[src/rtl/serial_to_parallel_register.sv]
// LSB-first serial-to-parallel receiver: assembles WIDTH-bit frames into Q with a one-cycle Ready strobe.
// Optional even-parity trailer bit enabled by defining SERIAL_PARITY_CHECK_EN.
module serial_to_parallel_register #(
  parameter int WIDTH = 4
) (
  input  logic             CLK,
  input  logic             RSTn,
  input  logic             SIn,
  input  logic             SValid,
  input  logic             Sync,
  output logic [WIDTH-1:0] Q,
  output logic             Ready,
  output logic             Busy,
  output logic             ParErr
);

  localparam int CW = $clog2(WIDTH + 1);

`ifdef SERIAL_PARITY_CHECK_EN
  typedef enum logic [1:0] {IDLE, SHIFT, PAR} state_t;
`else
  typedef enum logic [1:0] {IDLE, SHIFT} state_t;
`endif

  state_t           state;
  logic [CW-1:0]    cnt;
  logic [WIDTH-1:0] sreg;
  logic [WIDTH-1:0] sreg_nxt;
  logic             last_bit;

  // Incoming bit lands at the position given by the running count.
  always_comb begin
    sreg_nxt = sreg;
    for (int i = 0; i < WIDTH; i++) begin
      if (cnt == CW'(i)) sreg_nxt[i] = SIn;
    end
  end

  assign last_bit = (cnt == CW'(WIDTH - 1));
  assign Busy     = (state != IDLE);

`ifdef SERIAL_PARITY_CHECK_EN
  logic parerr_r;
  assign ParErr = parerr_r;
`else
  assign ParErr = 1'b0;
`endif

  always_ff @(posedge CLK or negedge RSTn) begin
    if (!RSTn) begin
      state <= IDLE;
      cnt   <= '0;
      sreg  <= '0;
      Q     <= '0;
      Ready <= 1'b0;
`ifdef SERIAL_PARITY_CHECK_EN
      parerr_r <= 1'b0;
`endif
    end else begin
      Ready <= 1'b0;
      if (Sync) begin
        // Restart wins over any bit presented on the same edge.
        state <= IDLE;
        cnt   <= '0;
      end else if (SValid) begin
        case (state)
          IDLE, SHIFT: begin
            if (last_bit) begin
`ifdef SERIAL_PARITY_CHECK_EN
              sreg  <= sreg_nxt;
              cnt   <= CW'(WIDTH);
              state <= PAR;
`else
              Q     <= sreg_nxt;
              Ready <= 1'b1;
              cnt   <= '0;
              state <= IDLE;
`endif
            end else begin
              sreg  <= sreg_nxt;
              cnt   <= cnt + CW'(1);
              state <= SHIFT;
            end
          end
`ifdef SERIAL_PARITY_CHECK_EN
          PAR: begin
            Q        <= sreg;
            Ready    <= 1'b1;
            parerr_r <= ^{sreg, SIn};
            cnt      <= '0;
            state    <= IDLE;
          end
`endif
          default: begin
            cnt   <= '0;
            state <= IDLE;
          end
        endcase
      end
    end
  end

endmodule

[config.mk]
export PLATFORM = sky130hd
export DESIGN_NAME = serial_to_parallel_register
export DESIGN_NICKNAME = d
export VERILOG_FILES = /design/src/rtl/serial_to_parallel_register.sv
export SDC_FILE = /design/constraint.sdc
export NUM_CORES = 1
export LEC_CHECK = 0
export BUFFER_PORTS_ARGS = -buffer_cell sky130_fd_sc_hd__buf_2
export CORE_MARGIN = 4
export CORE_UTILIZATION = 45
export CTS_CLUSTER_SIZE = 30
export DETAILED_ROUTE_END_ITERATION = 7
export PLACE_DENSITY_LB_ADDON = 0.25
export RECOVER_POWER = 50
export SLEW_MARGIN = 25
export SYNTH_ARGS = -nofsm -noshare
export SYNTH_HDL_FRONTEND = slang
export SYNTH_SLANG_ARGS = --single-unit
[constraint.sdc]
create_clock -name CLK -period 1.6 [get_ports CLK]
set_clock_uncertainty 0.1 [all_clocks]
set_input_delay 0.08 -clock CLK [delete_from_list [all_inputs] [get_ports CLK]]
set_output_delay 0.08 -clock CLK [all_outputs]
set_load 0.01 [all_outputs]
## Word-level counts from Yosys, hierarchy flattened

Cells that the tools add are included.

- Add/subtract/negate cells: 1
- Multipliers: 0
- Divide/modulo/power cells: 0
- $lt $le $gt $ge: 0
- Equal/unequal tests: 4
- Shift operators: 0
- Mux-type cells: 16
- Bitwise operators: 2
- Reductions and logical operators: 7

Operator list:

| operator | number |
|---|---|
| two-way mux 3 bit | 4 |
| two-way mux 1 bit | 9 |
| AND reduction 4 bit | 2 |
| equality test 3 x 2 -> 1 bit, second input constant | 2 |
| two-way mux 2 bit | 3 |
| nonzero test 2 bit | 2 |
| adder 3 x 1 -> 3 bit, second input constant | 1 |
| equality test 3 x 1 -> 1 bit, second input constant | 1 |
| zero test 3 bit | 1 |
| equality test 2 x 1 -> 1 bit, second input constant | 1 |
| zero test 2 bit | 1 |
| NOT 1 bit | 2 |
| OR reduction 2 bit | 1 |

- Register bits: 14
- Bits in latches: 0
- Bits in writable memories: 0
- Memory bits (read-only): 0
- Input port bits: 5
- Word-level logic and storage cells: 35
- Memories kept: 0

## Depth between registers and ports, before layout

Gate-level depths: netlist (run 1).

- Word-level depth: 5
- Mapped depth: 5

## Worst setup path before layout (run 1)

OpenSTA, ideal clock, no wires.

- Path type: register to register
- Start: register cnt[0]
- End: register Q[3]
- Arrival time: 1.268 ns
- Data required time: 1.375 ns
- Setup slack: 0.107 ns
- Stages on the path, launching flop included: 5
- Period minus slack after synthesis: 1.493 ns
- Path through: dfrtp_1 -> ha_1 -> and4bb_1 -> buf_6 -> mux2_4

- Cells in the longest elaborated chain, start to end: 2

RTL lines:

| item | RTL line | RTL |
|---|---|---|
| from (decl) | 26 | `logic [CW-1:0] cnt;` |
| from (signal assigned) | 81 | `cnt <= cnt + CW'(1);` |
| equality test 3 x 2 -> 1 bit (*) | 35, 39 |  |
| AND reduction 4 bit (no source line) or two-way mux 1 bit (tied branches) | n/a |  |
| to (signal assigned) | 74 | `Q <= sreg_nxt;` |
| to (decl) | 11 | `output logic [WIDTH-1:0] Q,` |

Every way passes the cells marked *; elsewhere a longest branch is shown, timed or not.
A chain may end at the register's enable or synchronous reset.

## Worst setup path in the final report (run 1)

- Start: register cnt[0]
- End: register sreg[0]

- Cells in the longest elaborated chain, start to end: 3

RTL lines:

| item | RTL line | RTL |
|---|---|---|
| equality test 3 x 2 -> 1 bit | 39 | `assign last_bit = (cnt == CW'(WIDTH - 1));` |
| NOT 1 bit (no source line) | n/a |  |
| AND reduction 4 bit (no source line) | n/a |  |
| to (signal assigned) | 80 | `sreg <= sreg_nxt;` |
| to (decl) | 27 | `logic [WIDTH-1:0] sreg;` |

Several ways; a longest one is shown, not always the timed one.

==> results of run 1 <==
cell type report:
cell class,count,area [um^2],area share
multi-input combinational,32,288,0.399
clock buffer,3,22.5,0.0312
timing repair buffer,14,82.6,0.114
sequential,12,300,0.416
inverter,3,11.3,0.0156
tap,14,17.5,0.0243
flip-flops by register name, indices dropped and copies added (netlist names):
name	cells
Q	4
cnt	3
sreg	3
Ready	1
state	1
cells in the final DEF, fill, tap and decap left out, types with 3 or more instances in the layout:
cell / n
a21oi_1: 4
dfrtp_1: 12
ha_1: 3
clkbuf_4: 3
buf_2: 6
dlygate4sd3_1: 3
nor2_1: 4
clkbuf_1: 4
inv_1: 3
mux2_2: 4
mux2i_1: 3
per-stage QoR:
stage / setup WS [ps] / hold WS [ps] / TNS, ps / utilization / std cells
floorplan: 107 / -316 / 0 / - / 49
global placement: 72.9 / -128 / 0 / 0.558 / 72
detailed placement: 55.4 / -129 / 0 / 0.558 / 72
CTS: 44.0 / 50.5 / 0 / 0.602 / 78
global route: -8.47 / 38.9 / -8.47 / 0.609 / 78
finish: 60.7 / 57.3 / 0 / 0.609 / 78
power breakdown:
group	switching (W)	internal, W
combinational	0.0000886	0.0000892
clock	0.0000895	0.0000869
sequential	0.0000308	0.000360
kinds of logic (layout without fill, tap and decap cells):
| logic type | after synthesis | after routing | share of synthesized area |
|---|---|---|---|
| DFF | 12 | 12 | 0.496 |
| AOI/OAI and AO/OA | 10 | 10 | 0.110 |
| and+or+nand+nor | 9 | 9 | 0.107 |
| muxes | 8 | 8 | 0.149 |
| buffers and inverters | 5 | 20 | 0.0496 |
| adders and majority gates | 4 | 4 | 0.0826 |
| other | 1 | 1 | 0.00619 |
per-layer routing:
metal | part of all wire | global-route usage
met2 | 0.52 | 0.212
met4 | 0.0079 | 0.0361
met3 | 0.054 | 0.0732
met1 | 0.41 | 0.138
met5 | 0 | 0
worst max-delay path by stage:
stage	from	endpoint	slack, ps
after floorplan	cnt[0]$_DFFE_PN0P_	Q[3]$_DFFE_PN0P_	110
after global placement	cnt[0]$_DFFE_PN0P_	sreg[2]$_DFFE_PN0P_	70
after detailed placement	cnt[0]$_DFFE_PN0P_	sreg[2]$_DFFE_PN0P_	60
after CTS	cnt[0]$_DFFE_PN0P_	sreg[0]$_DFFE_PN0P_	40
after global routing	cnt[0]$_DFFE_PN0P_	sreg[0]$_DFFE_PN0P_	-8
final	cnt[0]$_DFFE_PN0P_	sreg[0]$_DFFE_PN0P_	60
repair_timing:
item                                    CTS  global route
hold buffers                              3             0
hold endpoints to repair                 13             0
endpoints found under the setup margin    0             2
gates resized for setup                   0             3
==> flow_metrics.tcl, run 1 <==
set metrics [dict create \
    worstMarginPinSlew_ps 631 \
    grt_overflow 0 \
    yosysMostFrequentCell "dfrtp_1" \
    grt_antenna_before_repair 0 \
    ys_seq_area_frac 0.496 \
    initialDrtViolationCount 7 \
    hold_depth 2 \
    critPathTopFamily "flip-flops" \
    grt_use_total 0.128 \
    port_buffers 10 \
    hold_start "SIn" \
    synth-edff-count 0 \
    hold_end "sreg[1]$_DFFE_PN0P_" \
    rr_worst_depth 5 \
    cts_tree "done" \
    cts_root_buffer "clkbuf_4" \
    wl_per_cell_um 14.6 \
    crit_cells 5 \
    cts_buffers 3 \
    finalCritPeriodShare 0.962 \
    synth_top_area_cell "dfrtp_1" \
    postCtsSetupBuffers 0 \
    crit_buf_inv 1 \
    die_area_um2 2000 \
    outcome "complete, no violations" \
    crit_path_start_kind "flip-flop" \
    num-nets-final 75 \
    insertion_delay_ps 270 \
    r2r_end "sreg[0]$_DFFE_PN0P_" \
    area_growth_pct 19.2 \
    slew_violations 0 \
    endpoint_kind "flip-flop" \
    maxCapViolCount 0 \
    fillers 98 \
    drc 0 \
    ys_ff_latch 12 \
    synthesis.area_um2 606 \
    synth.avg_cell_area_um2 12.4 \
    r2r_slack_ps 60 \
    syn_inst 49 \
    numClockSinks 12 \
    ys_warn_count 0 \
    slowest_delay_ps 420 \
    synth_cell_types 18 \
    synthFlopType "dfrtp_1" \
    hold_viol 0 \
    htreeDepth 1 \
    core_um2 1190 \
    fmax_mhz 650 \
    synth_fp_nets 58 \
    dpl-instance-area_um2 662 \
    die_h_um 44.7 \
    dr_total_vias 411 \
    leakagePower_nw 0.351 \
    antenna_cells 0 \
    synth_top_cells_by_area "dfrtp_1 50%, ha_1 8.3%, mux2_2 7.4%" \
    initial_core_util 0.511 \
    synth_top_area_frac 0.496 \
    worstPathArrival_ps 1590 \
    clkTransAtPathRegs_ps 70 \
    power_density_nw_per_um2 1030 \
    grt_pass1_wl_um 1730 \
    grt_max_degree 13 \
    slew_headroom 0.580 \
    fin_crit_ps 1540 \
    cp_max_fo 4 \
    hpwl_um 814 \
    drive_gt1_frac 0.328 \
    peakVddDrop_mv 0.631 \
    worstSetupPathType "flip-flop to flip-flop" \
    r2r_start "cnt[0]$_DFFE_PN0P_" \
    setup_viol_count_final 0 \
    die_w_um 44.7 \
    firstDrtPassIters 2 \
    globalplace.congestion 0.711 \
    final_antenna_net_count 0 \
    min_path_type "input pin to flip-flop" \
    routed_wl_um 1140 \
    fin_area_um2 722 \
    ios 12 \
    crit_chain "inv_1, ha_1, nand2b_2, a211oi_1, mux2_2" \
    finalPower_w 0.000745 \
    first_global_vias 400 \
    viasPerCell 5.27 \
    worstPathRequired_ps 1650 \
    clockBufferDepth 2 \
    crit_path_top_delay_cell "dfrtp_1" \
    fp-row-count 12 \
    synth_async_sr_flop_share 1.00 \
]
Note: power is estimated with default switching activity, not from simulation.
==> inputs of run 2 (changes only) <==
--- a/config.mk
+++ b/config.mk
@@ -11,7 +11,7 @@
 export CTS_CLUSTER_SIZE = 30
 export DETAILED_ROUTE_END_ITERATION = 7
 export PLACE_DENSITY_LB_ADDON = 0.25
-export RECOVER_POWER = 50
+export RECOVER_POWER = 100
 export SLEW_MARGIN = 25
 export SYNTH_ARGS = -nofsm -noshare
 export SYNTH_HDL_FRONTEND = slang
==> run 2 against run 1 <==
Clock-buffer cell count unchanged; clock power about the same; die area unchanged; first-iteration DRC count unchanged; cell count unchanged; total power down 1.3%; core utilization down 0.63 points; flip-flop and latch count unchanged; global-route usage unchanged; largest power group unchanged.
==> flow_metrics.tcl, run 2 (synthesis results as in run 1) <==
set metrics [dict create \
    outcome "complete, no violations" \
    crit_path_start_kind "flip-flop" \
    crit_path_start "cnt[0]$_DFFE_PN0P_" \
    firstDrtPassIters 2 \
    wl_per_cell_um 14.5 \
    holdWs_ps 53.2 \
    numClockSinks 12 \
    switching_share 0.284 \
    maxCapViolCount 0 \
    initialDrtViolationCount 7 \
    finalCritPeriodShare 0.962 \
    grt_max_degree 13 \
    die_w_um 44.7 \
    clkTransAtPathRegs_ps 60 \
    drive_gt1_frac 0.266 \
    cts_tree "done" \
    viasPerCell 5.26 \
    worstMarginPinSlew_ps 631 \
    core_um2 1190 \
    crit_path_top_delay_cell "dfrtp_1" \
    top_register "Q" \
    setup_ws_ps 60.7 \
    slowest_delay_ps 420 \
    grt_antenna_before_repair 0 \
    worstPathRequired_ps 1650 \
    min_path_type "input pin to flip-flop" \
    grt_use_total 0.128 \
    slew_headroom 0.580 \
    regArea_um2 300 \
    hpwl_um 814 \
    dr_total_vias 410 \
    die_h_um 44.7 \
    pre_cts_slack_ps 55.4 \
    power_switching_w 0.000209 \
    fin_crit_ps 1540 \
    clockBufferDepth 2 \
    cts_buffers 3 \
    drc 0 \
    hold_start "SIn" \
    area_growth_pct 18.0 \
    htreeDepth 1 \
    num-nets-final 75 \
    worstPathArrival_ps 1590 \
    mostFrequentLayoutCell "dfrtp_1" \
    pwr-share-seq 0.532 \
    final_antenna_net_count 0 \
    layout_common_cells "12 x dfrtp_1, 7 x clkbuf_1, 4 x mux2_2, 4 x nor2_1, 4 x a21oi_1" \
    p_clk_frac 0.240 \
    die_area_um2 2000 \
    initial_core_util 0.511 \
    crit_buf_inv 1 \
    grt_overflow 0 \
    r2r_start "cnt[0]$_DFFE_PN0P_" \
    peakVddDrop_mv 0.631 \
    p_int_w 0.000527 \
    routed_wl_um 1130 \
    fillers 103 \
    slew_violations 0 \
    hold_viol 0 \
    port_buffers 10 \
    grt_pass1_wl_um 1730 \
    largest_reg_flops 4 \
    cp_max_fo 4 \
    globalplace.congestion 0.711 \
    endpoint_kind "flip-flop" \
    p_comb_frac 0.228 \
    critPathTopFamily "flip-flops" \
    multi_input_area_um2 284 \
    cts_root_buffer "clkbuf_4" \
    ios 12 \
    fin_tns_setup_ps 0 \
    fp-row-count 12 \
    top_regs "Q x4, cnt x3, sreg x3" \
    leakagePower_nw 0.340 \
    fmax_mhz 650 \
    antenna_cells 0 \
    insertion_delay_ps 270 \
    setup_viol_count_final 0 \
    power_density_nw_per_um2 1030 \
    first_global_vias 400 \
    crit_chain "inv_1, ha_1, nand2b_2, a211oi_1, mux2_2" \
    worstSetupPathType "flip-flop to flip-flop" \
]
==> run 2: changes by cell type in the layout (fill, tap and decap cells not counted) <==
cell and change:
mux2_1 +1, buf_2 -3, clkbuf_1 +3, mux2_4 -1
==> run 2: power by group through the flow <==
stage | combinational [W] | clock (W) | sequential [W]
after floorplan | 0.0000962 | 0 | 0.000407
after global placement | 0.000165 | 0 | 0.000393
after detailed placement | 0.000173 | 0 | 0.000398
after CTS | 0.000179 | 0.000183 | 0.000392
after global routing | 0.000187 | 0.000206 | 0.000399
final | 0.000168 | 0.000176 | 0.000391
==> run 2: path summary, 6_finish.rpt <==
path	end	slack, ps	cells past startpoint
setup / recovery	sreg[0]$_DFFE_PN0P_	60	5
hold / removal	Q[3]$_DFFE_PN0P_	50	2
setup reg to reg	sreg[0]$_DFFE_PN0P_	60	5
hold reg to reg	state[0]$_DFFE_PN0P_	380	1
max in group asynchronous	cnt[1]$_DFFE_PN0P_	750	2
min in group asynchronous	sreg[2]$_DFFE_PN0P_	230	2
==> run 2: per-layer routing <==
layer	track usage	part of all wire	vias to the layer above
met2	0.212	0.53	10
li1	-	-	198
met1	0.138	0.41	200
met5	0	0	-
met3	0.0732	0.056	2
met4	0.0361	0.0080	0
==> run 2: worst register-to-register path: stages (launching register included) <==
cell,delay (ps)
dfrtp_1,420
inv_1,100
ha_1,170
nand2b_2,70
a211oi_1,200
mux2_2,360
==> run 2: final cells by class <==
| type | count | area share |
|---|---|---|
| flip-flops and latches | 12 | 0.420 |
| multi-input cells | 32 | 0.398 |
| repair buffers | 14 | 0.110 |
| clock buffers | 3 | 0.0315 |
| well taps | 14 | 0.0245 |
| inverters | 3 | 0.0158 |
==> run 2: per-stage QoR <==
stage	instances	area (um^2)	util	total power, W
floorplan	49	606	-	0.000503
global placement	72	662	0.558	0.000558
detailed placement	72	662	0.558	0.000570
CTS	78	714	0.602	0.000755
global route	78	714	0.602	0.000792
finish	78	714	0.602	0.000736
==> run 2: what timing repair did <==
item / CTS / global route
endpoints found under the setup margin: 0 / 2
gates resized for setup: 0 / 3
hold buffers: 3 / 0
buffers inserted: 0 / 0
hold endpoints to repair: 13 / 0
==> inputs of run 3 (changes only) <==
--- a/config.mk
+++ b/config.mk
@@ -5,6 +5,7 @@
 export SDC_FILE = /design/constraint.sdc
 export NUM_CORES = 1
 export LEC_CHECK = 0
+export ABC_AREA = 1
 export BUFFER_PORTS_ARGS = -buffer_cell sky130_fd_sc_hd__buf_2
 export CORE_MARGIN = 4
 export CORE_UTILIZATION = 45
==> run 3 against run 2 <==
Sequential share of layout area shrank 0.44 points; combinational power shrank 18%; total power grew 2.3%; via count grew 18%; worst hold slack gained 170 ps; critical path depth grew 1; largest cell class unchanged.
==> flow_metrics.tcl, run 3 <==
set metrics [dict create \
    slowest_delay_ps 420 \
    die_area_um2 2020 \
    peakVddDrop_mv 0.581 \
    port_buffers 10 \
    antenna_cells 0 \
    globalplace.congestion 0.751 \
    layout_common_cells "38 x nand2_1, 12 x dfrtp_1, 7 x clkbuf_1" \
    synth_top_area_cell "dfrtp_1" \
    synth-edff-count 0 \
    syn_inst 74 \
    endpoint_kind "flip-flop" \
    fmax_mhz 750 \
    grt_antenna_before_repair 0 \
    htreeDepth 1 \
    cp_max_fo 5 \
    worstSetupPathType "flip-flop to flip-flop" \
    mostFrequentLayoutCell "nand2_1" \
    finalPower_w 0.000752 \
    final_antenna_net_count 0 \
    final_util 0.555 \
    clkTransAtPathRegs_ps 80 \
    area_growth_pct 17.5 \
    synth_top_area_frac 0.489 \
    ys_seq_area_frac 0.489 \
    slew_headroom 0.576 \
    setup_viol_count_final 0 \
    dr_total_vias 482 \
    initial_core_util 0.472 \
    numClockSinks 12 \
    firstDrtPassIters 2 \
    synth_fp_nets 83 \
    viasPerCell 4.55 \
    clockBufferDepth 2 \
    worstPathArrival_ps 1450 \
    crit_path_top_delay_cell "dfrtp_1" \
    top_regs "Q x4, cnt x3, sreg x3" \
    worstMarginPinSlew_ps 635 \
    fin_tns_setup_ps 0 \
    core_um2 1300 \
    synthesis.area_um2 614 \
    synth_async_sr_flop_share 1.00 \
    largest_reg_flops 4 \
    initialDrtViolationCount 5 \
    cts_buffers 3 \
    crit_chain "ha_1, inv_1, nor2_1, nor2_1, nand2_1, nand2_1" \
    fin_crit_ps 1330 \
    synth_top_cells_by_area "dfrtp_1 49%, nand2_1 22%, ha_1 8.1%" \
    grt_max_degree 13 \
    cts_root_buffer "clkbuf_4" \
    num-nets-final 101 \
    fp-row-count 13 \
    grt_overflow 0 \
    synth_common_cells "36 x nand2_1, 12 x dfrtp_1, 5 x inv_1, 4 x ha_1" \
    ys_warn_count 0 \
    hold_viol 0 \
    drive_gt1_frac 0.121 \
    insertion_delay_ps 280 \
    yosysMostFrequentCell "nand2_1" \
    synth_cell_types 15 \
    slew_violations 0 \
    die_w_um 45.0 \
    min_path_type "input pin to async pin" \
    power_density_nw_per_um2 1040 \
    grt_use_total 0.136 \
    finalCritPeriodShare 0.833 \
    hpwl_um 834 \
    worstPathRequired_ps 1720 \
    die_h_um 45.0 \
    grt_pass1_wl_um 1950 \
    first_global_vias 478 \
    leakagePower_nw 0.393 \
    crit_path_start_kind "flip-flop" \
    ys_ff_latch 12 \
    maxCapViolCount 0 \
    top_register "Q" \
    wl_per_cell_um 10.7 \
    drc 0 \
    rsz0062_at_grt "no" \
    synthFlopType "dfrtp_1" \
    outcome "complete, no violations" \
    synth.avg_cell_area_um2 8.30 \
    cts_tree "done" \
    ios 12 \
    routed_wl_um 1140 \
]
==> run 3: path summary, 6_finish.rpt <==
check	from	endpoint	slack [ps]	cells after the start
max	cnt[0]$_DFFE_PN0P_	sreg[2]$_DFFE_PN0P_	270	6
min	RSTn	cnt[0]$_DFFE_PN0P_	230	2
max reg2reg	cnt[0]$_DFFE_PN0P_	sreg[2]$_DFFE_PN0P_	270	6
min reg2reg	Q[2]$_DFFE_PN0P_	Q[2]$_DFFE_PN0P_	380	2
max in group asynchronous	RSTn	Q[2]$_DFFE_PN0P_	760	2
min in group CLK	Q[2]$_DFFE_PN0P_	Q[2]$_DFFE_PN0P_	380	2
==> run 3: kinds of logic after synthesis <==
family / share of synthesized area
buffers and inverters: 0.0489
adder cells (fa/ha/maj): 0.0815
flip-flops: 0.489
AND/OR/NAND/NOR: 0.348
AO/OA/AOI/OAI: 0.0265
other: 0.00610
==> run 3: critical path: cells and delay by family, from the launching register on <==
| kind | cells | cell delay [ps] |
|---|---|---|
| adder cells (fa/ha/maj) | 1 | 270 |
| AND/OR/NAND/NOR | 4 | 410 |
| buffers and inverters | 1 | 70 |
| flip-flops | 1 | 420 |
==> run 3: metal layers <==
metal	GRT usage	part of all wire
met3	0.0637	0.077
met1	0.156	0.46
met4	0.0526	0.028
met5	0	0
met2	0.218	0.43
==> run 3: power by group <==
part           switching, W  internal, W
sequential        0.0000259     0.000347
clock              0.000102     0.000138
combinational     0.0000826    0.0000555
total              0.000211     0.000541
==> run 3: repair_timing <==
item	CTS	global route
setup endpoints to repair	0	0
hold buffers	4	0
resized for setup	0	0
setup buffers	0	0
endpoints found under the hold margin	14	0
==> run 3: final cells by class <==
cell class                 instances  area [um^2]
sequential                        12          300
clock buffer                       4         36.3
inverter                           6         22.5
multi-input combinational         55          263
fill                             136          579
timing repair buffer              14         81.3
tap                               15         18.8
==> run 3: metrics by stage <==
| step | cells | hold slack (ps) | cell area (um^2) | setup WS [ps] |
|---|---|---|---|---|
| final | 106 | 226 | 722 | 267 |
| after global routing | 106 | 294 | 722 | 120 |
| after CTS | 106 | 100 | 752 | 283 |
| after detailed placement | 98 | -129 | 676 | 299 |
| after global placement | 98 | -127 | 676 | 328 |
| after floorplan | 74 | -316 | 614 | 391 |
